**src/rtl/booth_seq_mult.sv**
```systemverilog
// booth_seq_mult: sequential radix-2 Booth signed multiplier, one step per clock,
// valid/ready on operands and product.
module booth_seq_mult #(
    parameter int WIDTH = 16,
    parameter int CNT_W = $clog2(WIDTH)
) (
    input  logic                 clk,
    input  logic                 reset,
    input  logic                 in_valid,
    output logic                 in_ready,
    input  logic [WIDTH-1:0]     multiplicand,
    input  logic [WIDTH-1:0]     multiplier,
    output logic                 out_valid,
    input  logic                 out_ready,
    output logic [2*WIDTH-1:0]   product,
    output logic                 busy
);
    typedef enum logic [1:0] {IDLE, BUSY, DONE} state_t;
    state_t state, state_next;
    logic [WIDTH-1:0] m_reg, q_reg;
    logic [WIDTH:0]   a_reg, sum;
    logic             q_m1, last;
    logic [CNT_W-1:0] count;
    assign last      = count == CNT_W'(WIDTH - 1);
    assign in_ready  = state == IDLE && !reset;
    assign out_valid = state == DONE;
    assign busy      = state != IDLE;
    always_comb begin
        sum = {q_reg[0], q_m1} == 2'b01 ? a_reg + {m_reg[WIDTH-1], m_reg} :
              {q_reg[0], q_m1} == 2'b10 ? a_reg - {m_reg[WIDTH-1], m_reg} : a_reg;
        state_next = state;
        state_next = reset           ? IDLE :
                     state == IDLE   ? (in_valid ? BUSY : IDLE) :
                     state == BUSY   ? (last ? DONE : BUSY) :
                     out_ready       ? IDLE : DONE;
    end
    always_ff @(posedge clk) state <= state_next;
    // {A,Q,q_m1} shifted right by one after the add: A takes sum>>>1, Q takes sum[0] on top
    always_ff @(posedge clk) begin
        if (reset) begin
            product <= '0;
            count   <= '0;
        end else if (state == IDLE && in_valid) begin
            m_reg <= multiplicand;
            q_reg <= multiplier;
            a_reg <= '0;
            q_m1  <= 1'b0;
            count <= '0;
        end else if (state == BUSY) begin
            a_reg <= {sum[WIDTH], sum[WIDTH:1]};
            q_reg <= {sum[0], q_reg[WIDTH-1:1]};
            q_m1  <= q_reg[0];
            count <= last ? count : count + 1'b1;
            if (last) product <= {sum, q_reg[WIDTH-1:1]};
        end
    end
endmodule

```
**config.mk**
```make
export PLATFORM = sky130hd
export DESIGN_NAME = booth_seq_mult
export DESIGN_NICKNAME = d
export VERILOG_FILES = /design/src/rtl/booth_seq_mult.sv
export SDC_FILE = /design/constraint.sdc
export NUM_CORES = 1
export LEC_CHECK = 0
export BUFFER_PORTS_ARGS = -buffer_cell sky130_fd_sc_hd__buf_2
export CAP_MARGIN = 10
export CORE_UTILIZATION = 40
export CTS_CLUSTER_DIAMETER = 40
export CTS_CLUSTER_SIZE = 10
export DETAILED_ROUTE_END_ITERATION = 8
export PLACE_DENSITY = 0.6
export REMOVE_ABC_BUFFERS = 1
export SYNTH_ARGS = -nofsm -noshare
export SYNTH_HDL_FRONTEND = slang
export SYNTH_SLANG_ARGS = --single-unit
```
**constraint.sdc**
```tcl
create_clock -name clk -period 6.95 [get_ports clk]
set_input_delay 1.39 -clock clk [delete_from_list [all_inputs] [get_ports clk]]
set_output_delay 1.39 -clock clk [all_outputs]
set_load 0.02 [all_outputs]
```
==> results.rst <==
.. list-table::
   :header-rows: 1

   * - Metric
     - Value
   * - Number of antenna diodes
     - 0
   * - # nets final
     - 702
   * - Met1 track utilization from global routing
     - 30.15%
   * - Share of final-layout standard cells stronger than drive strength 1
     - 18.40%
   * - Buffers from clock root to sink, at most
     - 2
   * - Total via count after detailed routing
     - 4503
   * - Number of standard cells after synthesis
     - 576
   * - Status
     - completed
   * - Fin crit period
     - 3.537 ns
   * - Later-pin clock latency in the skew report
     - 0.36 ns
   * - Count of H-tree levels built during CTS
     - 3
   * - GR Layer Usage met2
     - 33.49%
   * - Series of cell instances along the critical path
     - buf_2, buf_4, nor2_1, buf_2
   * - Post-CTS clock slew at the launch and capture registers of the worst setup and hold paths
     - 0.07 ns
   * - Violation count after the first detailed-routing iteration
     - 336
   * - Critical Path End Type
     - output pin
   * - Count of cell types in the netlist
     - 69
   * - Number of endpoints failing setup at the final stage
     - 0
   * - Flip-flop count of the largest register after layout
     - 32
   * - Overall overflow remaining after global route
     - 0
   * - Grt met3 use
     - 6.119%
   * - Sw Ratio
     - 33.00%
   * - Area of the mapped netlist
     - 0.005206 mm2
   * - Vias in the first global route
     - 4317
   * - Clock network fraction of total power
     - 34.7%
   * - Slew headroom
     - 37.13%
   * - Final worst-path cycle share
     - 50.90%
   * - Register name with the most flops
     - product
   * - Layer carrying the most global-route usage
     - met2
   * - Post-synthesis area per instance
     - 9.039 um2
   * - WP data required
     - 5.56 ns
   * - Die height
     - 116.1 um
   * - Antenna violations before repair
     - 0
   * - Combinational group share of total power
     - 24.8%
   * - Post-CTS Setup Bufs
     - 0
   * - Power per cell area
     - 251.5 mW/mm2
   * - Net switching power figure
     - 498.2 uW
   * - Share of synthesized registers carrying an async set or reset
     - 0%
   * - Post-layout instance count excluding filler cells
     - 808
   * - Buffers on Ports
     - 70
   * - Root buffer cell
     - sky130_fd_sc_hd__clkbuf_16
   * - Die width
     - 116.1 um
   * - Type of element launching the critical path
     - input pin
   * - DRC errors left
     - 0
   * - Pin count of the biggest net entering global routing
     - 42
   * - Final design utilization
     - 47.37%
   * - First-pass GRT wire length
     - 22.25 mm
   * - Largest stage delay on the critical path
     - 0.41 ns
   * - CTS tree
     - built
   * - Final total power
     - 1.509 mW
   * - Number of sinks on the clock net
     - 87
   * - Number of gates resized after cts
     - 0
   * - GRT Util Overall
     - 22.04%
   * - Effective utilization at floorplan
     - 41.09%
   * - Number of warnings reported in the yosys synthesis log
     - 0
   * - Final RePlAce weighted congestion
     - 0.8884
   * - Estimated wirelength of the detail-placed design
     - 9.271 mm
   * - Pre-antenna DRT Iters
     - 5
   * - Class of the worst hold path
     - flip-flop to flip-flop
   * - Number of flip-flops and latches in the synthesized netlist
     - 87
   * - Hold Vio Cnt, Final
     - 0
   * - Placed cells
     - 792
   * - Maximum clock skew at final layout
     - 0.009365 ns
   * - Post-detailed-route wirelength per cell
     - 17.14 um
   * - Standard cell with the maximum stage delay on the critical path
     - sky130_fd_sc_hd__buf_4
   * - Most used DFF post-synth
     - sky130_fd_sc_hd__edfxtp_1
   * - Total of hold buffers inserted after clock tree synthesis
     - 0
   * - Leakage power figure
     - 2.494 nW
   * - # rows
     - 41
   * - Number of vias per cell after detailed routing
     - 5.573
   * - Slew Limit Fails
     - 0
   * - Max-capacitance violation count
     - 0
   * - Sequential power share
     - 40.5%
   * - Fraction of the yosys area taken by sequential cells
     - 42.87%
   * - Critical-path maximum fanout
     - 41
   * - Upper clock frequency limit
     - 282.7 MHz
   * - Worst setup slack after placement
     - 3.403 ns
   * - Count of nets left with antenna violations after detail routing
     - 0
   * - Area of the die
     - 0.01348 mm2
   * - Total routed wirelength
     - 13.85 mm
   * - P&R area growth vs syn
     - 15.28%
   * - Total I/O pin count
     - 71
   * - Worst supply voltage drop on vdd
     - 0.1116 mV
   * - Area of the core
     - 0.01267 mm2
   * - Internal power
     - 1.011 mW
   * - Number of flops mapped to enable cells by yosys
     - 49
   * - Inserted Clock Buffers
     - 9
   * - Worst setup path category
     - input pin to output pin
   * - Most common cell on crit path
     - sky130_fd_sc_hd__buf_2
   * - Crit path setup slack, layout
     - 3.413 ns
   * - Aggregate negative setup slack
     - 0 ns
   * - Transition time at the pin with the least slew margin
     - 0.9396 ns
   * - Crit path DAT
     - 2.15 ns
   * - Unrepaired setup endpoints after global routing
     - false
-- worst paths after layout --
path / from / to / slack [ns] / cells past startpoint
min reg2reg: product[19]$_SDFFE_PP0P_ / product[19]$_SDFFE_PP0P_ / 0.45 / 2
max reg2reg: a_reg[4]$_SDFFCE_PP0P_ / a_reg[11]$_SDFFCE_PP0P_ / 4.07 / 8
max: reset / in_ready / 3.41 / 4
min: product[19]$_SDFFE_PP0P_ / product[19]$_SDFFE_PP0P_ / 0.45 / 2
-- routing by layer --
metal	vias to the layer above	wire, um	part of all wire [%]
li1	2181	-	-
met1	2162	6516	47
met2	143	6156	44
met3	17	977	7.1
met4	0	199	1.4
met5	-	0	0
-- power groups by stage --
stage	Sequential (mW)	Combinational (mW)	Clock (mW)
finish	0.612	0.374	0.523
global route	0.616	0.415	0.550
CTS	0.612	0.372	0.533
detailed placement	0.623	0.370	0
global placement	0.622	0.367	0
floorplan	0.616	0.268	0
-- through the flow --
stage          hold slack [ns]  cell area [um2]
2_1_floorplan           0.4924             5054
3_3_place_gp            0.4440             5689
3_5_place_dp            0.4471             5689
5_1_grt                 0.4699             6002
4_1_cts                 0.4576             6002
6_report                0.4536             6002
-- worst max-delay path: cells and delay by family --
family,cells,cell delay (ns)
buf+inv,3,0.65
simple gates,1,0.09
-- kinds of logic after synthesis --
family	Yosys count	synth area share, %
buffers and inverters	62	4.951
multiplexers	6	1.178
AO/OA/AOI/OAI	157	21.03
flip-flops	87	42.87
XOR/XNOR	9	1.514
adder cells (fa/ha/maj)	35	8.700
AND/OR/NAND/NOR	220	19.75
-- cells in the mapped netlist, drive strengths merged (10+ instances only) --
cell type / n / area share [%]
o22ai: 10 / 1.2
ha: 33 / 7.9
nand2: 103 / 7.4
a21oi: 54 / 5.3
nor2b: 12 / 1.6
nand2b: 10 / 1.2
buf: 11 / 1.3
nor3: 11 / 1.2
clkbuf: 23 / 1.7
a211oi: 17 / 2.9
nor2: 47 / 3.4
edfxtp: 49 / 28
inv: 28 / 2.0
dfxtp: 38 / 15
o21ai: 15 / 1.4
-- layout by cell type (no fill, tap or decap), types with 4 or more instances in the layout --
| cell | count |
|---|---|
| sky130_fd_sc_hd__nand2_1 | 103 |
| sky130_fd_sc_hd__buf_2 | 70 |
| sky130_fd_sc_hd__a21oi_1 | 52 |
| sky130_fd_sc_hd__edfxtp_1 | 49 |
| sky130_fd_sc_hd__nor2_1 | 46 |
| sky130_fd_sc_hd__dfxtp_1 | 38 |
| sky130_fd_sc_hd__ha_1 | 33 |
| sky130_fd_sc_hd__inv_1 | 28 |
| sky130_fd_sc_hd__o21ai_0 | 14 |
| sky130_fd_sc_hd__a211oi_1 | 14 |
| sky130_fd_sc_hd__nor2b_1 | 10 |
| sky130_fd_sc_hd__nand2b_1 | 10 |
| sky130_fd_sc_hd__o22ai_1 | 10 |
| sky130_fd_sc_hd__clkbuf_16 | 9 |
| sky130_fd_sc_hd__nor3_1 | 8 |
| sky130_fd_sc_hd__buf_4 | 8 |
| sky130_fd_sc_hd__a31oi_1 | 7 |
| sky130_fd_sc_hd__xnor2_1 | 7 |
| sky130_fd_sc_hd__nand4_1 | 6 |
| sky130_fd_sc_hd__nor4_1 | 6 |
| sky130_fd_sc_hd__o211ai_1 | 6 |
| sky130_fd_sc_hd__a21o_1 | 5 |
| sky130_fd_sc_hd__mux2i_1 | 5 |
| sky130_fd_sc_hd__and3_1 | 4 |
| sky130_fd_sc_hd__o31ai_1 | 4 |
| sky130_fd_sc_hd__o2111ai_1 | 4 |
| sky130_fd_sc_hd__o21bai_1 | 4 |
| sky130_fd_sc_hd__a22oi_1 | 4 |
-- cell type report --
type / instances / area [um2]
Clock buffer: 9 / 225.2
Clock inverter: 7 / 87.58
Fill cell: 1261 / 6669
Inverter: 28 / 105.1
Multi-Input combinational cell: 427 / 2726
Sequential cell: 87 / 2232
Tap cell: 172 / 215.2
Timing Repair Buffer: 78 / 410.4
Note: power is estimated with default switching activity, not from simulation.
